--- src/rtl/scan_decoder.sv ---
// Registered binary-to-one-hot decoder with a direct-load mode and an
// autonomous scanning mode for display/keypad strobing.
module scan_decoder #(
   parameter int unsigned SEL_W      = 3,
   parameter int unsigned N_OUT      = 8,
   parameter int unsigned DWELL      = 4,
   parameter bit          ACTIVE_LOW = 1'b0
) (
   input  logic             Clk,
   input  logic             Reset,
   input  logic             Enable,
   input  logic             Mode,
   input  logic             Load,
   input  logic [SEL_W-1:0] Data_in,
   output logic [N_OUT-1:0] Data_out,
   output logic [SEL_W-1:0] Index,
   output logic             Valid,
   output logic             Wrap,
   output logic             Range_err
);

   localparam int unsigned      CNT_W     = (DWELL > 1) ? $clog2(DWELL) : 1;
   localparam logic [CNT_W-1:0] CNT_LAST  = CNT_W'(DWELL - 1);
   localparam logic [SEL_W-1:0] IDX_LAST  = SEL_W'(N_OUT - 1);
   // One extra bit so N_OUT == 2**SEL_W is representable.
   localparam logic [SEL_W:0]   N_OUT_EXT = (SEL_W + 1)'(N_OUT);
   localparam logic [N_OUT-1:0] LINE0     = N_OUT'(1);

   typedef enum logic [1:0] {StIdle, StDirect, StScan} state_e;

   state_e           state_q, state_d;
   logic [SEL_W-1:0] idx_q, idx_d;
   logic [N_OUT-1:0] hot_q, hot_d;     // active-high one-hot, before polarity
   logic [CNT_W-1:0] cnt_q, cnt_d;
   logic             valid_q, valid_d;
   logic             wrap_q, wrap_d;
   logic             rerr_q, rerr_d;

   // Next-state and next-output decode for all three operating states.
   always_comb begin
      state_d = state_q;
      idx_d   = idx_q;
      hot_d   = hot_q;
      cnt_d   = cnt_q;
      valid_d = valid_q;
      wrap_d  = 1'b0;
      rerr_d  = 1'b0;

      if (!Enable) begin
         state_d = StIdle;
         hot_d   = '0;
         valid_d = 1'b0;
         cnt_d   = '0;
      end else if (!Mode) begin
         state_d = StDirect;
         cnt_d   = '0;
         if (Load) begin
            if ({1'b0, Data_in} < N_OUT_EXT) begin
               idx_d   = Data_in;
               hot_d   = LINE0 << Data_in;
               valid_d = 1'b1;
            end else begin
               hot_d   = '0;
               valid_d = 1'b0;
               rerr_d  = 1'b1;
            end
         end
      end else begin
         state_d = StScan;
         valid_d = 1'b1;
         if (state_q != StScan) begin
            // Fresh entry always restarts at line 0 without a wrap pulse.
            idx_d = '0;
            hot_d = LINE0;
            cnt_d = '0;
         end else if (cnt_q == CNT_LAST) begin
            cnt_d = '0;
            if (idx_q == IDX_LAST) begin
               idx_d  = '0;
               wrap_d = 1'b1;
            end else begin
               idx_d = idx_q + SEL_W'(1);
            end
            hot_d = LINE0 << idx_d;
         end else begin
            cnt_d = cnt_q + CNT_W'(1);
         end
      end
   end

   // State and output registers with synchronous reset.
   always_ff @(posedge Clk) begin
      if (Reset) begin
         state_q <= StIdle;
         idx_q   <= '0;
         hot_q   <= '0;
         cnt_q   <= '0;
         valid_q <= 1'b0;
         wrap_q  <= 1'b0;
         rerr_q  <= 1'b0;
      end else begin
         state_q <= state_d;
         idx_q   <= idx_d;
         hot_q   <= hot_d;
         cnt_q   <= cnt_d;
         valid_q <= valid_d;
         wrap_q  <= wrap_d;
         rerr_q  <= rerr_d;
      end
   end

   // Polarity applied only at the pins; internal logic is always active-high.
   always_comb begin
      Data_out  = ACTIVE_LOW ? ~hot_q : hot_q;
      Index     = idx_q;
      Valid     = valid_q;
      Wrap      = wrap_q;
      Range_err = rerr_q;
   end

endmodule

--- config.mk ---
export PLATFORM = sky130hd
export DESIGN_NAME = scan_decoder
export DESIGN_NICKNAME = d
export VERILOG_FILES = /design/src/rtl/scan_decoder.sv
export SDC_FILE = /design/constraint.sdc
export NUM_CORES = 1
export LEC_CHECK = 0
export ABC_CLOCK_PERIOD_IN_PS = 5200
export CELL_PAD_IN_SITES_DETAIL_PLACEMENT = 0
export CELL_PAD_IN_SITES_GLOBAL_PLACEMENT = 1
export CORE_UTILIZATION = 38
export CTS_BUF_LIST = sky130_fd_sc_hd__clkbuf_16
export CTS_CLUSTER_SIZE = 10
export DETAILED_ROUTE_END_ITERATION = 8
export GPL_TIMING_DRIVEN = 0
export PLACE_DENSITY = 0.79
export SLEW_MARGIN = 30
export SYNTH_ARGS = -nofsm -noshare
export SYNTH_HDL_FRONTEND = slang
export SYNTH_SLANG_ARGS = --single-unit
--- constraint.sdc ---
create_clock -name Clk -period 5.2 [get_ports Clk]
set_clock_uncertainty 0.15 [all_clocks]
set_input_delay 0.78 -clock Clk [delete_from_list [all_inputs] [get_ports Clk]]
set_output_delay 0.78 -clock Clk [all_outputs]
set_load 0.02 [all_outputs]
* Yosys cells after proc, flatten, opt, wreduce, memory -nomap -nowiden *
Index checks and enable logic that the tools add are counted.

storage, ports and cells
  bits in registers = 17
  bits of input ports = 8
  output and inout bits = 14
  word-level logic and storage cells = 40

operators by class
  add/subtract/negate cells = 2
  eq/ne operators = 4
  shifts and indexed selects = 2
  muxes and demuxes = 17
  bitwise operators = 3
  reductions and logical operators = 6

operators by type and width
  kind                   count
  $mux W8                4
  $mux W3                9
  $shl A1 B3 Y8 const A  2
  $reduce_or A5 Y1       2
  $add A3 B1 Y3 const B  1
  $eq A3 B3 Y1 const B   1
  $mux W1                3
  $ne A3 B1 Y1 const B   1
  $not A1 Y1             3
  $reduce_and A3 Y1      1
  $add A2 B1 Y2 const B  1
  $eq A2 B2 Y1 const B   1
  $mux W2                1
  $ne A2 B2 Y1 const B   1
  $reduce_and A2 Y1      1
  $reduce_bool A2 Y1     1
  $reduce_or A2 Y1       1

* Depth between registers and ports, before layout *
  depth after elaboration = 10
  gate-level depth with buffers = 6
  depth with buffers taken out = 5

* Worst setup path after synthesis *
OpenSTA, ideal clock, no wires.

  kind = flip-flop to flip-flop
  start point = reg idx_q[0], in the netlist Index[0]
  end point = reg hot_q[0], in the netlist Data_out[0]
  setup time = 0.087 ns
  data arrival time = 1.614 ns
  data required time = 4.963 ns
  slack = 3.349 ns
  cell stages (with the launch flop) = 7
  buffers on the path = 1
  clock period less this slack = 1.851 ns
  path through = dfxtp_1 -> ha_1 -> ha_1 -> and4b_1 -> clkbuf_1 -> a21o_1 -> o31ai_1

on the way
  word-level cells in the longest chain between the ends = 10
  elaborated cells on any way between the ends = 11
  those cells by class = add/sub: 1; eq/ne: 1; shift: 1; mux: 8

ends and longest elaborated chain
  element                                        line    source
  from (decl)                                    32      logic [SEL_W-1:0] idx_q, idx_d;
  from (signal assigned)                         103     idx_q <= idx_d;
  $add A3 B1 Y3 or $eq A3 B3 Y1 (tied branches)  82, 78
  $mux W3 (*)                                    78      if (idx_q == IDX_LAST) begin
  $mux W3 (*)                                    76      end else if (cnt_q == CNT_LAST) begin
  $mux W3 (*)                                    71      if (state_q != StScan) begin
  $mux W3 (*)                                    54      end else if (!Mode) begin
  $mux W3 (*)                                    49      if (!Enable) begin
  $shl A1 B3 Y8 (*)                              84      hot_d = LINE0 << idx_d;
  $mux W8 (*)                                    76
  $mux W8 (*)                                    71
  $mux W8 (*)                                    54
  to (signal assigned)                           104     hot_q <= hot_d;
  to (decl)                                      33      logic [N_OUT-1:0] hot_q, hot_d;

Mark *: on every way between the ends. The rest lies on a longest branch, timed or not. The select of a mux whose other input is x is not followed.
A chain may end at the register's enable or synchronous reset.

* Worst setup path after layout *
  start point = reg idx_q[0], in the netlist Index[0]
  end point = out Index[0]

RTL lines
  element    line  source
  to (decl)  16    output logic [SEL_W-1:0] Index,

No word-level cell between the ends.

==> summary.txt <==
Synth
  • Post-synthesis cell area: about 900 um^2
  • Avg Cell Area, Syn: ~9.1 um^2
  • Net count after synthesis: 116
  • Sequential element share of the synthesized area: a little under two fifths
  • Async S/R FF share, synth: 0%
  • Count of distinct cell types in the synthesized netlist: 30
  • Complex-gate fraction of the synthesized area: between 20% and 30%
  • Synthesized instance count: 100
  • Ys Warns: 0
  • Adder-cell share of the synthesized area: between 10% and 20%
  • Xor-xnor portion of the synthesized cell area: 0%
  • Most used DFF post-synth: dfxtp_1
  • Post-synth EDFFs: 0
  • Portion of netlist area occupied by mux cells: 0%
  • Number of flip-flops and latches in the synthesized netlist: 17
  • Dominant combinational cell family by area after synthesis: compound AO/OA/AOI/OAI gates
  • Simple logic cell fraction of the synthesized area: roughly 17%

GRT
  • First-pass GRT wire length: around 3500 um
  • Global-route congestion overflow total: 0
  • Antenna violations before repair: 0
  • Total routing usage reported by global routing: between 10% and 20%
  • Number of global-route vias before repair: approximately 740
  • Maximum number of pins on one net before global-route repair: 11

Floorplan
  • Die Outline Area: between 0.002 and 0.003 mm^2
  • Top Ports: 22
  • Standard cell core area: between 0.002 and 0.0025 mm^2
  • Starting Density: roughly two fifths
  • Chip width: slightly above 50 um
  • Chip Height: between 50 and 60 um
  • Floorplan row count: 17

STA
  • Setup tns final: 0 ns
  • Number of hold-slack violations in the final timing report: 0
  • Final critical path time including I/O delays and setup: approximately 2.3 ns
  • Unrepaired setup endpoints after global routing: no
  • F_max: roughly 0.43 GHz
  • Number of pins exceeding their max-slew limit in the final report: 0
  • Tcrit/Tclk final: between 40% and 50%
  • Setup violation total in the final timing report: 0

Cells and area
  • Total number of nets in the final design: between 100 and 150
  • Area grow syn2layout: 33.56%
  • Area of the multi-input gates: 496.7 um^2
  • Number of standard cells in the layout, taps in and fillers out: approximately 150
  • Total area of sequential cells: 340.3 um^2
  • Number of filler cells placed in the layout: 211
  • Most frequent cells in the layout: clkdlybuf4s50_1 (19), dfxtp_1 (17), nor2_1 (8), a21oi_1 (8), ha_1 (8)
  • Fraction of final layout cells with drive strength greater than 1: 8.943%
  • Commonest non-fill, non-tap cell in the layout: clkdlybuf4s50_1
  • Area of all placed cells without fillers: approximately 0.0012 mm^2
  • Number of antenna diodes: 0

Clock tree
  • Clock tree from TritonCTS: yes
  • # clock sinks: 17
  • Total CTS buffers: 3
  • Hold buffer count at CTS: 0
  • Worst-Skew Late Latency: roughly 0.25 ns
  • Buffer count from post-CTS setup fixing: 0
  • Post-cts resize count: 0
  • Clock tree root buffer cell: clkbuf_16
  • Maximum clock insertion buffer count: 2
  • Clock slew at reported path FFs: about 0.050 ns
  • Htree depth: 1

Route
  • Routed length on met2: 982 um
  • Pre-Repair DR Iteration Count: 4
  • Initial DRC Count: 17
  • Final routed wire length divided by cell count: roughly 14 um
  • Total number of vias: 811
  • Met3 routed WL: between 90 and 100 um
  • Antenna-violating nets left: 0
  • Total DRC errors in the routed layout: 0
  • Uppermost layer routed: met4
  • Wire length reported by the detailed router: 2104 um
  • Via density: about 5.4
  • DRT met1 WL: between 900 and 1000 um

Worst hold path
  • Type of the most critical hold path: reg2reg
  • Hold Path Stages: 1

Critical path
  • Type of the worst setup path: reg2out
  • CP max stage cell: clkdlybuf4s50_1
  • Logic depth of the worst setup path including buffers: 1
  • Worst setup SP type: flop
  • Slowest Stage Delay on Critical Path: ~0.66 ns
  • Critical path buffer and inverter count: 1
  • Sequence of cells on the critical path: clkdlybuf4s50_1
  • Family with the most delay on the worst path: buffers and inverters
  • Worst Reg-to-Reg Cells: 6
  • Nature of the critical path endpoint: output port
  • Req. time, crit path: approximately 4.3 ns
  • Highest fanout seen on the critical path: 7
  • Data arrival, critical path: approximately 1.4 ns

Place
  • Post-Place Cell Area: between 0.001 and 0.0015 mm^2
  • Placed Cells incl. Taps: between 100 and 150
  • Hpwl dp: between 1500 and 2000 um
  • Count of input and output buffers: 19
  • RePlAce Congestion: 0.8194

Pwr
  • Leak pwr: about 0.47 nW
  • Cell Pwr Density: roughly 290 mW/mm^2
  • Max VDD drop: around 0.24 mV

Status
  • Result of the run: finished clean

Flow run
  • Max-capacitance violation count: 0
## cells by family after synthesis
logic type,count (synthesis)
flops,17
fa+ha+maj,8
other cells,1
compound gates,34
simple gates,26
buf+inv,14
## per-stage QoR
| stage | hold slack [ns] | utilization, % | setup slack [ns] | total power [mW] |
|---|---|---|---|---|
| 2_1_floorplan | 0.2580 | - | 3.349 | 0.1751 |
| 3_5_place_dp | 0.2833 | 50.64 | 2.713 | 0.1975 |
| 6_report | 0.2868 | 54.17 | 2.896 | 0.3484 |
| 3_3_place_gp | 0.2661 | 50.64 | 2.784 | 0.1963 |
| 5_1_grt | 0.3025 | 54.17 | 2.857 | 0.3618 |
| 4_1_cts | 0.2904 | 54.17 | 2.891 | 0.3504 |
## cell usage after synthesis (2+ instances only)
| library cell | instances | area [um^2] |
|---|---|---|
| clkbuf_1 | 3 | 11.26 |
| a211oi_1 | 7 | 52.55 |
| a22oi_1 | 5 | 37.54 |
| buf_2 | 4 | 20.02 |
| nor2_1 | 8 | 30.03 |
| nor4_1 | 2 | 12.51 |
| dfxtp_1 | 17 | 340.3 |
| a31oi_1 | 5 | 31.28 |
| a21oi_1 | 8 | 40.04 |
| a311oi_1 | 3 | 26.28 |
| inv_1 | 5 | 18.77 |
| nand2_1 | 2 | 7.510 |
| ha_1 | 8 | 100.1 |
| a32oi_1 | 2 | 17.52 |
| nor2b_1 | 6 | 37.54 |
## sequential cells by signal (all words and copies together), names as in the netlist
| register | flops |
|---|---|
| Data_out | 8 |
| Wrap | 1 |
| cnt_q | 2 |
| state_q | 2 |
| Index | 3 |
| Valid | 1 |
## path summary, 6_finish.rpt
check | start | end | slack [ns]
max | Index[0] | Index[0] | 2.90
min | cnt_q[0] | cnt_q[0] | 0.29
min reg2reg | cnt_q[0] | cnt_q[0] | 0.29
max reg2reg | Index[0] | Index[2] | 3.23
## layer usage
metal | track usage [%] | up-vias
met5 | 0 | -
met3 | 3.571 | 4
li1 | - | 415
met2 | 28.22 | 20
met4 | 11.11 | 0
met1 | 25.78 | 372
## final cells by class
class | instances | share of cell area [%]
inverter | 5 | 1.551
timing repair buffer | 19 | 15.72
buffer | 9 | 4.137
sequential | 17 | 28.13
clock buffer | 3 | 6.205
multi-input combinational | 69 | 41.05
clock inverter | 1 | 0.3102
tap | 28 | 2.896
## power breakdown
group | leakage [nW] | switching, mW | internal, mW
clock network | 0.0423 | 0.0511 | 0.102
logic | 0.289 | 0.0289 | 0.0256
registers | 0.139 | 0.00493 | 0.136
(Power assumes the default switching activity.)
